<file path="config.mk">
export PLATFORM = sky130hd
export DESIGN_NAME = tl_sensor_cond
export DESIGN_NICKNAME = d
export VERILOG_FILES = /design/src/rtl/tl_sensor_cond_pkg.sv /design/src/rtl/tl_sensor_chan.sv /design/src/rtl/tl_sensor_cond.sv
export SDC_FILE = /design/constraint.sdc
export NUM_CORES = 1
export LEC_CHECK = 0
export CORE_AREA = 5 5 72 74
export CTS_CLUSTER_DIAMETER = 40
export DETAILED_ROUTE_END_ITERATION = 6
export DIE_AREA = 0 0 77 79
export PLACE_DENSITY_LB_ADDON = 0.12
export SYNTH_ARGS = -nofsm -noshare
export SYNTH_HDL_FRONTEND = slang
export SYNTH_SLANG_ARGS = --single-unit
</file>
<file path="constraint.sdc">
create_clock -name clk -period 3.65 [get_ports clk]
set_clock_uncertainty 0.05 [all_clocks]
set_input_delay 0.73 -clock clk [delete_from_list [all_inputs] [get_ports clk]]
set_output_delay 0.73 -clock clk [all_outputs]
set_load 0.02 [all_outputs]
</file>
<file path="src/rtl/tl_sensor_cond_pkg.sv">
// Shared definitions for the traffic-light sensor conditioning stage.
// Provides the default build parameters and the per-channel presence FSM
// state encoding used by tl_sensor_chan.
package tl_sensor_cond_pkg;

  // Default build parameters
  localparam int unsigned DB_CYCLES_DEF   = 4;
  localparam int unsigned HOLD_CYCLES_DEF = 8;
  localparam int unsigned CNT_W_DEF       = 8;

  // Presence FSM encoding; 2'b11 is unused and recovers to IDLE
  typedef enum logic [1:0] {
    IDLE    = 2'b00,
    PRESENT = 2'b01,
    HOLD    = 2'b10
  } state_e;

endpackage : tl_sensor_cond_pkg

</file>
<file path="src/rtl/tl_sensor_chan.sv">
// One detector channel: 2-flop synchroniser, debounce, presence FSM with
// hold-off extension, and a saturating arrival counter.
// Ports:
//   clk, reset     - clock and synchronous active-high reset
//   raw            - raw asynchronous detector input
//   cnt_clr        - synchronous clear of the arrival counter
//   t              - conditioned traffic-present flag (registered)
//   car_cnt        - saturating count of entries into PRESENT (registered)
module tl_sensor_chan
  import tl_sensor_cond_pkg::*;
#(
  parameter int unsigned DB_CYCLES   = DB_CYCLES_DEF,
  parameter int unsigned HOLD_CYCLES = HOLD_CYCLES_DEF,
  parameter int unsigned CNT_W       = CNT_W_DEF
) (
  input  logic             clk,
  input  logic             reset,
  input  logic             raw,
  input  logic             cnt_clr,
  output logic             t,
  output logic [CNT_W-1:0] car_cnt
);

  localparam int unsigned DCNT_W = $clog2(DB_CYCLES) + 1;
  localparam int unsigned HCNT_W = $clog2(HOLD_CYCLES) + 1;

  localparam logic [DCNT_W-1:0] DB_LAST   = DCNT_W'(DB_CYCLES - 1);
  localparam logic [HCNT_W-1:0] HOLD_LAST = HCNT_W'(HOLD_CYCLES - 1);

  logic              s1_q, s1_d;
  logic              s2_q, s2_d;
  logic              db_q, db_d;
  logic [DCNT_W-1:0] dcnt_q, dcnt_d;
  state_e            state_q, state_d;
  logic [HCNT_W-1:0] hcnt_q, hcnt_d;
  logic              t_q, t_d;
  logic [CNT_W-1:0]  cnt_q, cnt_d;
  logic              enter_present_c;

  // Next-state logic for the whole channel
  always_comb begin
    s1_d    = raw;
    s2_d    = s1_q;
    db_d    = db_q;
    dcnt_d  = dcnt_q;
    state_d = state_q;
    hcnt_d  = hcnt_q;
    cnt_d   = cnt_q;

    // Debounce: a new level must persist DB_CYCLES cycles; any return restarts
    if (s2_q == db_q) begin
      dcnt_d = '0;
    end else if (dcnt_q == DB_LAST) begin
      db_d   = s2_q;
      dcnt_d = '0;
    end else begin
      dcnt_d = dcnt_q + DCNT_W'(1);
    end

    // Presence FSM; re-arrival during HOLD wins over hold expiry
    case (state_q)
      IDLE: begin
        if (db_q) state_d = PRESENT;
      end
      PRESENT: begin
        if (!db_q) begin
          state_d = HOLD;
          hcnt_d  = HOLD_LAST;
        end
      end
      HOLD: begin
        if (db_q) begin
          state_d = PRESENT;
        end else if (hcnt_q == '0) begin
          state_d = IDLE;
        end else begin
          hcnt_d = hcnt_q - HCNT_W'(1);
        end
      end
      default: state_d = IDLE;
    endcase

    enter_present_c = (state_d == PRESENT) && (state_q != PRESENT);

    // Arrival counter: clear beats increment, saturate at all-ones
    if (cnt_clr) begin
      cnt_d = '0;
    end else if (enter_present_c && (cnt_q != '1)) begin
      cnt_d = cnt_q + CNT_W'(1);
    end

    t_d = (state_d != IDLE);
  end

  // State registers
  always_ff @(posedge clk) begin
    if (reset) begin
      s1_q    <= 1'b0;
      s2_q    <= 1'b0;
      db_q    <= 1'b0;
      dcnt_q  <= '0;
      state_q <= IDLE;
      hcnt_q  <= '0;
      t_q     <= 1'b0;
      cnt_q   <= '0;
    end else begin
      s1_q    <= s1_d;
      s2_q    <= s2_d;
      db_q    <= db_d;
      dcnt_q  <= dcnt_d;
      state_q <= state_d;
      hcnt_q  <= hcnt_d;
      t_q     <= t_d;
      cnt_q   <= cnt_d;
    end
  end

  assign t       = t_q;
  assign car_cnt = cnt_q;

endmodule : tl_sensor_chan

</file>
<file path="src/rtl/tl_sensor_cond.sv">
// Sensor conditioning stage for the traffic light controller: two
// independent, identical channels producing clean Ta/Tb flags and
// saturating per-street arrival counts.
// Ports:
//   clk, reset            - clock and synchronous active-high reset
//   raw_a, raw_b          - raw asynchronous detector inputs
//   cnt_clr               - synchronous clear of both arrival counters
//   Ta, Tb                - conditioned traffic-present flags
//   car_cnt_a, car_cnt_b  - saturating arrival counts
module tl_sensor_cond
  import tl_sensor_cond_pkg::*;
#(
  parameter int unsigned DB_CYCLES   = DB_CYCLES_DEF,
  parameter int unsigned HOLD_CYCLES = HOLD_CYCLES_DEF,
  parameter int unsigned CNT_W       = CNT_W_DEF
) (
  input  logic             clk,
  input  logic             reset,
  input  logic             raw_a,
  input  logic             raw_b,
  input  logic             cnt_clr,
  output logic             Ta,
  output logic             Tb,
  output logic [CNT_W-1:0] car_cnt_a,
  output logic [CNT_W-1:0] car_cnt_b
);

  tl_sensor_chan #(
    .DB_CYCLES   (DB_CYCLES),
    .HOLD_CYCLES (HOLD_CYCLES),
    .CNT_W       (CNT_W)
  ) u_chan_a (
    .clk     (clk),
    .reset   (reset),
    .raw     (raw_a),
    .cnt_clr (cnt_clr),
    .t       (Ta),
    .car_cnt (car_cnt_a)
  );

  tl_sensor_chan #(
    .DB_CYCLES   (DB_CYCLES),
    .HOLD_CYCLES (HOLD_CYCLES),
    .CNT_W       (CNT_W)
  ) u_chan_b (
    .clk     (clk),
    .reset   (reset),
    .raw     (raw_b),
    .cnt_clr (cnt_clr),
    .t       (Tb),
    .car_cnt (car_cnt_b)
  );

endmodule : tl_sensor_cond

</file>
==> results.md, run 1 <==
* Routed wire length at ~3600 microns
* Critical path capture point type: output pin
* Post-layout worst setup margin at 1450 ps
* Max-capacitance violation count at 0
* Core area at about 0.0045 sq mm
* Row count at 25
* TritonCTS Buffers at 5
* Mapped Nets at around 210
* Max Fclk at between 400 and 500 MHz
* Slowest-stage cell, CP: clkdlybuf4s50_1
* Initial core utilization at a little over two fifths
* Critical Path RT at about 2900 ps
* Fin. max-slew vios at 0
* List of most frequent post-synthesis cells: 42 x dfxtp_1, 24 x nor2_1, 15 x inv_1, 8 x ha_1, 7 x xnor2_1
* Die Wd at a little under 80 microns
* Critical path data arrival time at between 1000 and 1500 ps
* Initial antenna violation count at 0
* Mapped Area at ~0.002 sq mm
* Outcome: completed
* Net Sw Power at roughly 0.16 mW
* Final Hold Fails at 0
* Vias at 1438
* H-tree Lvls at 2
* Setup Crit Path Kind: reg -> out
* LEAKAGE at approximately 0.81 nW
* Drt wl/cell at 13.1 microns
* CTS tree: yes
* Worst-path clk slew at roughly 80 ps
* # hold bufs at CTS at 0
* Syn Area/Cell at between 10 and 15 sq um
* Mapped Cells at 194
* FF-to-FF setup slack at between 1500 and 2000 ps
* Power Internal at ~0.7 mW
* Dpl cells at roughly 260
* Setup WS pre-CTS at 1350 ps
* Synth area leader: dfxtp_1
* Nets at 230
* R2R depth at 6
* Most common cell in the netlist: dfxtp_1
* Top_reg_cell synth: dfxtp_1
* Clk root buf: clkbuf_8
* Synth top area share at between 40 and 50%
* FFs w/ async S/R, synth at 0%
* First-pass GRT wire length at 6180 microns
* Synth cell types at 43
* Critical R2R Launch: u_chan_b.hcnt_q[0]
* Comb pwr share at 1.8%
* Die Y at between 70 and 80 microns
* Setup TNS at 0 ps
* Number of synthesized register bits at 42
* Switching Share at between 10% and 20%
* Clock Latency Late Sink at 290 ps
* ANT cells at 0
* CP cell instances: clkdlybuf4s50_1
* Non-Filler Instances at between 200 and 300
* Clock sinks at 42
* Antenna-violating nets left at 0
* Min Tclk post-route at roughly 2200 ps
* Pwr Density at ~370 mW/mm^2
* Detailed-route DRC error count at 0
* GRT Overall Usage at between 10 and 15%
* # IOs at 23
* Worst hold-check path type: reg -> reg
* VDD IR max at roughly 0.21 mV
* IO Port Bufs at 22
* Slew of the pin with the lowest slew margin at 592 ps
* Sequential power share at 54.7%
* CP top delay family: buffers and inverters
* Clock power frac at 43.5%
* Clock Tree Buf Depth at 2
* Initial DRC count at 27
* CP startpoint kind: flip-flop
* Worst Setup SP: u_chan_a.car_cnt[7]
* Worst Setup EP: car_cnt_a[7]
* Syn-to-layout area delta at 18.4%
* Drt first pass iters at 4
* Final setup viols at 0
* RSZ-0062 raised after global routing: false
* Synth area leaders: dfxtp_1 43%, ha_1 5.1%, nor2_1 4.6%
* CP max FO at 5
* Postcts setup bufs at 0
* GPL Wtd Cong at 0.839
* Worst reg2reg endpoint: u_chan_b.t
* Share of cells above drive strength 1 at about an eighth
* Final period utilization at between 60 and 70%
* Slowest cell delay on critical path at 660 ps
* HPWL Detailed at between 2000 and 3000 microns
* Sequential fraction of the synthesis area at between 40% and 50%
* Vias in the first global route at about 1400
* Worst rel slew slack at 60.5%
* Post-cts sizing count at 0
* Crit. path cell count at 1
* Vias per cell at about 5.3
* Worst Path Buf+Inv at 1
* Largest net degree at the start of global routing at 22
* Total gr overflow at 0
* Die ar. at a little over 0.006 sq mm
* Number of synthesized flops with an enable pin at 0
* Synth warn at 0
## power by group through the flow
stage | Combinational, mW | Clock (mW) | Sequential [mW]
after floorplan | 0.00888 | 0 | 0.472
after global placement | 0.0151 | 0 | 0.472
after detailed placement | 0.0154 | 0 | 0.473
after CTS | 0.0154 | 0.381 | 0.462
after global routing | 0.0168 | 0.405 | 0.462
final | 0.0151 | 0.367 | 0.462
## logic make-up after synthesis
logic type	Yosys count	share of synthesized area [%]
AOI/OAI and AO/OA	31	14.3
xor gates and xnor gates	13	5.84
adders and majority gates	8	5.14
buffers and inverters	22	5.39
DFF	42	43.2
muxes	4	2.06
and+or+nand+nor	74	24.1
## layout by cell type, fill, tap and decap left out, drive strengths merged, types with 2 or more instances in the layout
master	n
clkbuf	6
clkdlybuf4s50	22
or2	3
a21oi	6
nand2	6
a22oi	2
nand3	5
and3	5
nor3	6
dfxtp	42
nor2b	5
or3b	2
xor2	6
xnor2	7
o21ai	3
inv	15
or3	4
mux2i	4
ha	8
nor4bb	2
a311oi	2
nand4	4
nor3b	4
nor2	25
a2111oi	3
a211oi	9
## area by class of cell
| class | instances | area, sq um |
|---|---|---|
| Fill cell | 429 | 2230 |
| Multi-Input combinational cell | 130 | 1000 |
| Sequential cell | 42 | 841 |
| Timing Repair Buffer | 23 | 228 |
| Clock buffer | 6 | 82.6 |
| Tap cell | 54 | 67.6 |
| Inverter | 15 | 56.3 |
| Clock inverter | 1 | 30.0 |
## stage by stage
stage                     area, sq um  hold slack, ps  power, mW  utilization (%)
final                            2310             382      0.844             50.9
after floorplan                  1950             349      0.481                -
after CTS                        2310             391      0.858             50.9
after global placement           2190             356      0.487             48.4
after global routing             2310             417      0.884             50.9
after detailed placement         2190             380      0.488             48.4
## per-layer routing
| metal | vias to the layer above | GRT usage (%) | wire length, microns |
|---|---|---|---|
| met1 | 687 | 15.2 | 1640 |
| li1 | 726 | - | - |
| met3 | 4 | 4.65 | 181 |
| met5 | - | 0 | 0 |
| met4 | 0 | 3.61 | 44 |
| met2 | 21 | 19.8 | 1690 |
## registers in the layout (all words and copies together) (netlist names), 2 cells and up
name / cells
u_chan_b.hcnt_q: 4
u_chan_b.car_cnt: 8
u_chan_a.state_q: 2
u_chan_a.hcnt_q: 4
u_chan_b.dcnt_q: 3
u_chan_b.state_q: 2
u_chan_a.car_cnt: 8
u_chan_a.dcnt_q: 3
## worst min path at each step
| stage | from | endpoint | slack, ps | cells past startpoint |
|---|---|---|---|---|
| CTS | u_chan_b.dcnt_q[0] | u_chan_b.dcnt_q[0] | 390 | 1 |
| finish | u_chan_b.dcnt_q[0] | u_chan_b.dcnt_q[0] | 380 | 1 |
| global placement | u_chan_b.dcnt_q[0] | u_chan_b.dcnt_q[0] | 360 | 1 |
| floorplan | u_chan_a.dcnt_q[0] | u_chan_a.dcnt_q[0] | 350 | 1 |
| global route | u_chan_b.dcnt_q[0] | u_chan_b.dcnt_q[0] | 420 | 1 |
| detailed placement | u_chan_b.dcnt_q[0] | u_chan_b.dcnt_q[0] | 380 | 1 |
Power figures use the tool's default switching activity.
==> run 2: changes to the inputs <==
Clock period 3.65 ns to 2.05 ns, I/O delays scaled along.
==> run 2 against run 1 <==
Sequential power increased by 78%; first-iteration DRC count increased by 130%; power increased by 66%.
==> results.md, run 2 (synthesized netlist as in run 1, its figures left out) <==
* Outcome: completed
* Switching Share at between 20% and 30%
* Core area at between 0.004 and 0.005 sq mm
* Drt first pass iters at 4
* Setup Crit Path Kind: reg -> out
* Total chip power at approximately 1.4 mW
* Critical path data arrival time at approximately 1400 ps
* Clk root buf: clkbuf_8
* Die ar. at around 0.006 sq mm
* Met2 wire len at between 1500 and 2000 microns
* Largest net degree at the start of global routing at 21
* Post-layout worst setup margin at 200 ps
* Power Internal at approximately 1.1 mW
* CP startpoint kind: flip-flop
* Clock power frac at about 40%
* Final setup viols at 0
* Final period utilization at 90.2%
* LEAKAGE at slightly above 0.8 nW
* Die Y at 79 microns
* Worst hold-check path type: reg -> reg
* Register area at around 840 sq um
* Initial core utilization at around 43%
* Syn-to-layout area delta at 17.9%
* Min Tclk post-route at 1850 ps
* Critical Path RT at approximately 1600 ps
* Clock Tree Buf Depth at 2
* Final Hold Fails at 0
* Most frequent cells in the layout: 42 x dfxtp_1, 24 x nor2_1, 22 x clkdlybuf4s50_1, 15 x inv_1, 8 x ha_1
* Vias in the first global route at about 1400
* CTS tree: yes
* Row count at 25
* Area of the multi-input gates at roughly 0.0010 sq mm
* Slew of the pin with the lowest slew margin at about 560 ps
* Drt wl/cell at between 10 and 15 microns
* Fill count at 402
* H-tree Lvls at 2
* Vias per cell at 5.20
* Worst Path Buf+Inv at 1
* # hold bufs at CTS at 0
* CP max FO at 5
* Pwr Density at a little over 600 mW/mm^2
* Max Fclk at 541 MHz
* Fin area at about 0.0023 sq mm
* VDD IR max at between 0.4 and 0.5 mV
* Detailed-route DRC error count at 0
* Worst-path clk slew at 80 ps
* Antenna-violating nets left at 0
* GPL Wtd Cong at ~0.82
* HPWL Detailed at ~2500 microns
* # IOs at 23
* Setup WS pre-CTS at between 300 and 400 ps
* Post-Route M1 WL at ~1500 microns
* Die Wd at ~77 microns
* Commonest non-fill, non-tap cell in the layout: dfxtp_1
* Clock Latency Late Sink at about 290 ps
* Comb pwr share at ~2.0%
* Fin. max-slew vios at 0
* Postcts setup bufs at 0
* Setup TNS at 0 ps
* Slowest cell delay on critical path at between 600 and 700 ps
* Net Sw Power at 0.293 mW
* DR WL met3 at around 120 microns
* Fin util at ~51%
* RSZ-0062 raised after global routing: false
* Placed cell area at 0.00220 sq mm
* Nets at between 200 and 250
* Share of cells above drive strength 1 at 13.7%
* Initial antenna violation count at 0
* CP cell instances: clkdlybuf4s50_1
* Post-cts sizing count at 0
* ANT cells at 0
* GRT Overall Usage at 12.0%
* Clock sinks at 42
* IO Port Bufs at 22
* Sequential power share at 58.8%
* Slowest-stage cell, CP: clkdlybuf4s50_1
* Max-capacitance violation count at 0
* Vias at 1420
* First-pass GRT wire length at around 6000 microns
* Initial DRC count at between 60 and 70
* Critical path capture point type: output pin
* Worst rel slew slack at between 60% and 70%
* Top Layer Used: met4
* Routed wire length at 3430 microns
* Total gr overflow at 0
* CP top delay family: buffers and inverters
* TritonCTS Buffers at 5
==> run 2: changes by cell type in the layout (fill, tap and decap cells not counted) <==
cell        delta
buf_4          +1
bufinv_16      -1
clkinv_2       +1
clkinvlp_4     +1
==> run 2: path summary, 6_finish.rpt <==
kind	start	slack, ps	end	depth (start not counted)
min reg2reg	u_chan_a.dcnt_q[0]	370	u_chan_a.dcnt_q[0]	1
max reg2reg	u_chan_a.hcnt_q[0]	370	u_chan_a.t	6
min	u_chan_a.dcnt_q[0]	370	u_chan_a.dcnt_q[0]	1
max	u_chan_a.car_cnt[7]	200	car_cnt_a[7]	1
==> run 2: final cells by class <==
type	instances	share of cell area, %
multi-input cells	130	43.6
flip-flops and latches	42	36.6
repair buffers	24	10.2
clock buffers	6	3.59
well taps	54	2.94
inverters	15	2.45
clock inverters	2	0.545
==> run 2: power groups by stage <==
stage	registers, mW	clock network [mW]	logic (mW)
2_1_floorplan	0.841	0	0.0158
3_3_place_gp	0.841	0	0.0272
3_5_place_dp	0.841	0	0.0280
4_1_cts	0.822	0.574	0.0282
5_1_grt	0.823	0.609	0.0306
6_report	0.822	0.547	0.0274
==> run 2: per-layer routing <==
layer  vias to the layer above  GRT usage (%)
li1                        727              -
met1                       672           12.5
met2                        17           22.3
met3                         4           3.74
met4                         0           4.30
met5                         -              0
==> run 2: stage by stage <==
step	std cells	hold slack, ps
floorplan	194	349
global placement	265	356
detailed placement	265	363
CTS	273	375
global route	273	394
finish	273	372
==> run 3: changes to the inputs <==
Settings changed: SKIP_LAST_GASP set to 1, SLEW_MARGIN set to 20.
==> results of run 3 <==
The final DEF is identical to that of run 2; final timing and power are the same.
